==> src/rtl/clock_time_controller.sv <==
// Digital-clock sequencer: 1 Hz prescaler, s/m/h cascade, set-mode FSM, 12/24 h mapping.
// Define CLOCK_TIME_CONTROLLER_BLINK_EN to build the set-field blink generator.
module clock_time_controller #(
    parameter int unsigned TICK_DIV = 50000000,
    parameter int unsigned DIV_BITS = 26
) (
    input  logic       clk,
    input  logic       reset,
    input  logic       mode_btn,
    input  logic       inc_btn,
    input  logic       switch_format,
    output logic       tick,
    output logic [5:0] seconds,
    output logic [5:0] minutes,
    output logic [4:0] hours,
    output logic       pm,
    output logic [1:0] state,
    output logic       blink
);

    typedef enum logic [1:0] {
        StRun     = 2'b00,
        StSetHour = 2'b01,
        StSetMin  = 2'b10
    } state_e;

    localparam logic [DIV_BITS-1:0] TickLast = DIV_BITS'(TICK_DIV - 1);

    state_e              state_q, state_d;
    logic [DIV_BITS-1:0] presc_q, presc_d;
    logic                tick_q, tick_d;
    logic [5:0]          sec_q, sec_d;
    logic [5:0]          min_q, min_d;
    logic [4:0]          h24_q, h24_d;

    always_comb begin
        state_d = state_q;
        presc_d = presc_q;
        tick_d  = 1'b0;
        sec_d   = sec_q;
        min_d   = min_q;
        h24_d   = h24_q;
        case (state_q)
            StRun: begin
                // A mode press wins over a coincident tick.
                if (mode_btn) begin
                    state_d = StSetHour;
                    presc_d = '0;
                end else if (presc_q == TickLast) begin
                    presc_d = '0;
                    tick_d  = 1'b1;
                    if (sec_q == 6'd59) begin
                        sec_d = 6'd0;
                        if (min_q == 6'd59) begin
                            min_d = 6'd0;
                            h24_d = (h24_q == 5'd23) ? 5'd0 : h24_q + 5'd1;
                        end else begin
                            min_d = min_q + 6'd1;
                        end
                    end else begin
                        sec_d = sec_q + 6'd1;
                    end
                end else begin
                    presc_d = presc_q + 1'b1;
                end
            end
            StSetHour: begin
                presc_d = '0;
                if (mode_btn) begin
                    state_d = StSetMin;
                end else if (inc_btn) begin
                    h24_d = (h24_q == 5'd23) ? 5'd0 : h24_q + 5'd1;
                end
            end
            StSetMin: begin
                presc_d = '0;
                if (mode_btn) begin
                    state_d = StRun;
                    sec_d   = 6'd0;
                end else if (inc_btn) begin
                    min_d = (min_q == 6'd59) ? 6'd0 : min_q + 6'd1;
                end
            end
            default: begin
                state_d = StRun;
                presc_d = '0;
            end
        endcase
    end

    always_ff @(posedge clk) begin
        if (!reset) begin
            state_q <= StRun;
            presc_q <= '0;
            tick_q  <= 1'b0;
            sec_q   <= 6'd0;
            min_q   <= 6'd0;
            h24_q   <= 5'd0;
        end else begin
            state_q <= state_d;
            presc_q <= presc_d;
            tick_q  <= tick_d;
            sec_q   <= sec_d;
            min_q   <= min_d;
            h24_q   <= h24_d;
        end
    end

    always_comb begin
        hours = h24_q;
        if (switch_format) begin
            if (h24_q == 5'd0) begin
                hours = 5'd12;
            end else if (h24_q > 5'd12) begin
                hours = h24_q - 5'd12;
            end
        end
    end

    assign pm      = (h24_q >= 5'd12);
    assign tick    = tick_q;
    assign seconds = sec_q;
    assign minutes = min_q;
    assign state   = state_q;

`ifdef CLOCK_TIME_CONTROLLER_BLINK_EN
    localparam logic [DIV_BITS-1:0] HalfLast = DIV_BITS'(TICK_DIV / 2 - 1);

    logic [DIV_BITS-1:0] half_q, half_d;
    logic                blink_q, blink_d;

    // Any mode press restarts the blink phase, so each set state starts dark.
    always_comb begin
        half_d  = '0;
        blink_d = 1'b0;
        if (state_q != StRun && !mode_btn) begin
            if (half_q == HalfLast) begin
                half_d  = '0;
                blink_d = ~blink_q;
            end else begin
                half_d  = half_q + 1'b1;
                blink_d = blink_q;
            end
        end
    end

    always_ff @(posedge clk) begin
        if (!reset) begin
            half_q  <= '0;
            blink_q <= 1'b0;
        end else begin
            half_q  <= half_d;
            blink_q <= blink_d;
        end
    end

    assign blink = blink_q;
`else
    assign blink = 1'b0;
`endif

endmodule

==> config.mk <==
export PLATFORM = sky130hd
export DESIGN_NAME = clock_time_controller
export DESIGN_NICKNAME = d
export VERILOG_FILES = /design/src/rtl/clock_time_controller.sv
export SDC_FILE = /design/constraint.sdc
export NUM_CORES = 1
export LEC_CHECK = 0
export BUFFER_PORTS_ARGS = -buffer_cell sky130_fd_sc_hd__buf_2
export CAP_MARGIN = 10
export CORE_MARGIN = 2
export CORE_UTILIZATION = 35
export CTS_CLUSTER_DIAMETER = 200
export CTS_CLUSTER_SIZE = 16
export DETAILED_ROUTE_END_ITERATION = 8
export PLACE_DENSITY_LB_ADDON = 0.15
export SKIP_CTS_REPAIR_TIMING = 1
export SLEW_MARGIN = 30
export SYNTH_ARGS = -nofsm -noshare
export SYNTH_HDL_FRONTEND = slang
export SYNTH_SLANG_ARGS = --single-unit
export TNS_END_PERCENT = 5
==> constraint.sdc <==
create_clock -name clk -period 2.7 [get_ports clk]
set_clock_uncertainty 0.2 [all_clocks]
set_input_delay 0.135 -clock clk [delete_from_list [all_inputs] [get_ports clk]]
set_output_delay 0.135 -clock clk [all_outputs]
set_load 0.005 [all_outputs]
==> results.ini <==
[outcome]
status=finished clean

[floorplan]
dieWidth_um=88.7
die_h_um=88.7
dieArea_um2=7870
pin_count=27
fp.coreArea_um2=6870
start_util=0.366
fp-row-count=30

[cts]
numCtsBuffers=5
cts.sinks=46
cts_root_buffer=clkbuf_8
path_clk_slew_ns=0.09
htreeDepth=2
cts_max_path_buffers=2
clock_latency_ns=0.30
cts_tree=yes

[place]
dp_hpwl_mm=3.82
gp_congestion=0.741
portBuffers=25
dp_cells=405

[synthesis]
synthFlopType=dfxtp_1
synthArstFlopShare=0
syn_inst=293
ys_warn_count=0
synth_edf_count=0
syn-num-nets=306
syn_area_um2=2510
ys_seq_elements=46
synthDistinctLibCells=55
synth_seq_area_share=0.367
syn_area_per_cell_um2=8.57

[worst_setup_path]
r2r_start=presc_q[11]
rrSetupSlack_ns=0.27
cp_data_arrival_time_ns=2.46
timing.rr.end=h24_q[4]
path_class=flip-flop to flip-flop
cp-end-kind=flip-flop
crit_fanout=6
rr_worst_depth=5
required_ns=2.73
cp-start-kind=flip-flop

[pwr]
leakagePower_uw=0.000984
p_per_area_nw_per_um2=430
total_power_uw=1200
ir_worst_vdd_v=0.000193

[detailed_routing]
drc=0
drtPass1Iterations=4
num_vias=2118
wirelength_mm=5.31
drtIter0Drc=93
viasPerCell=5.12
ant_nets=0
drt-wirelength-per-cell_um=12.8

[timing]
maxSlewViolCount=0
worst_pin_slew_ns=0.709
period_share=0.898
fmaxAchievable_ghz=0.412
final_period_minus_worst_setup_slack_ns=2.43
timing_hold_violations_final=0
setup_violations=0
rsz0062_at_grt=no
max_slew_margin=0.525
setup_tns_ns=0

[worst_hold_path]
min_to=state[1]
hp-class=primary input to flip-flop
holdPathStages=3
min-delay-start=mode_btn

[flow_run]
cap_violations=0

[global_route]
antenna_found_initial=0
first_global_vias=1924
grtUsageTotal=0.145
grt_max_degree=27
grt_pass1_wl_mm=9.11
overflow=0

[cells_and_area]
area_growth_pct=11.2
finalNonFillerCells=414
antennaDiodeCount=0
nNetsFinal=330
drive_gt1_frac=0.151

[area by class of cell]
cell class | count | area [um2]
clock buffer | 7 | 86.3
clock inverter | 1 | 5.00
fill | 728 | 4080
inverter | 11 | 41.3
multi-input combinational | 224 | 1460
sequential | 46 | 921
tap | 96 | 120
timing repair buffer | 29 | 158
[how the worst max path moves through the flow]
| stage | startpoint | end | slack, ns | depth (start not counted) |
|---|---|---|---|---|
| floorplan | presc_q[11] | h24_q[4] | 0.42 | 5 |
| global placement | presc_q[7] | h24_q[4] | 0.30 | 5 |
| detailed placement | presc_q[9] | h24_q[4] | 0.27 | 5 |
| CTS | presc_q[11] | h24_q[0] | 0.25 | 5 |
| global route | presc_q[0] | h24_q[0] | 0.08 | 6 |
| finish | presc_q[11] | h24_q[4] | 0.27 | 5 |
[kinds of logic (layout without fill, tap and decap cells)]
family	after synthesis	after routing	synth area share
and+or+nand+nor	139	139	0.301
AOI/OAI and AO/OA	48	48	0.141
DFF	46	46	0.367
xor gates and xnor gates	26	26	0.0906
buffers and inverters	23	48	0.0513
adders and majority gates	8	8	0.0398
muxes	2	2	0.00797
other	1	1	0.00149
[cell usage after synthesis, types with 3 or more instances]
library cell	n	area [um2]
dfxtp_1	46	921
nor2_1	45	169
nand3_1	19	95.1
xnor2_1	18	158
nand2_1	17	63.8
nor3_1	14	70.1
a21oi_1	13	65.1
inv_1	11	41.3
ha_1	8	100
o21ai_0	8	40.0
xor2_1	8	70.1
or4_1	7	52.6
clkbuf_1	6	22.5
nand4_1	6	37.5
and3_1	4	25.0
nand3b_1	4	30.0
o221a_1	4	45.0
a31oi_1	3	18.8
clkbuf_8	3	41.3
nor2b_1	3	18.8
nor4_1	3	18.8
o2111ai_1	3	26.3
[worst max-delay path: stages (launching register included)]
cell and delay, ns:
dfxtp_1 0.36, or4_4 0.56, nor4_4 0.33, a41oi_2 0.23, or4_1 0.54, a21oi_1 0.14
[flip-flops by register name (all words and copies together), names as in the netlist]
name     flops
presc_q     26
minutes      6
seconds      6
h24_q        5
state        2
tick         1
[cells in the final DEF (no fill, tap or decap), drive strengths merged, types with 2 or more instances in the layout]
cell and n:
clkbuf 7, a21boi 2, nand2b 2, nor4 5, nand4 8, mux2i 2
buf 28, a41o 2, a21oi 13, dfxtp 46, xor2 8, or4b 2
o2111ai 3, nand3b 4, nor2 45, inv 11, nand2 17, nor2b 3
a31oi 3, and3 6, ha 8, xnor2 18, nor3 14, nand3 19
o221a 6, or4 8, o31ai 2, o21ai 8
[power by group]
group / total (uW) / internal (uW) / switching (uW)
registers: 693 / 684 / 8.54
logic: 75.0 / 27.7 / 47.3
clock network: 434 / 207 / 227
total: 1200 / 919 / 283
[metal layers]
metal	routed length, um	vias up	track usage	part of all wire
li1	-	1106	-	-
met1	2730	977	0.198	0.51
met2	2360	28	0.229	0.44
met3	156	7	0.0308	0.029
met4	65	0	0.0455	0.012
met5	0	-	0	0
[through the flow]
| step | hold slack, ns | instance area (um2) | util | worst slack, ns |
|---|---|---|---|---|
| floorplan | 0.213 | 2510 | - | 0.424 |
| global placement | 0.232 | 2690 | 0.392 | 0.300 |
| detailed placement | 0.242 | 2690 | 0.392 | 0.270 |
| CTS | -0.0417 | 2780 | 0.405 | 0.253 |
| global route | 0.00884 | 2790 | 0.407 | 0.0775 |
| finish | 0.0200 | 2790 | 0.407 | 0.275 |
Power figures use the tool's default switching activity.
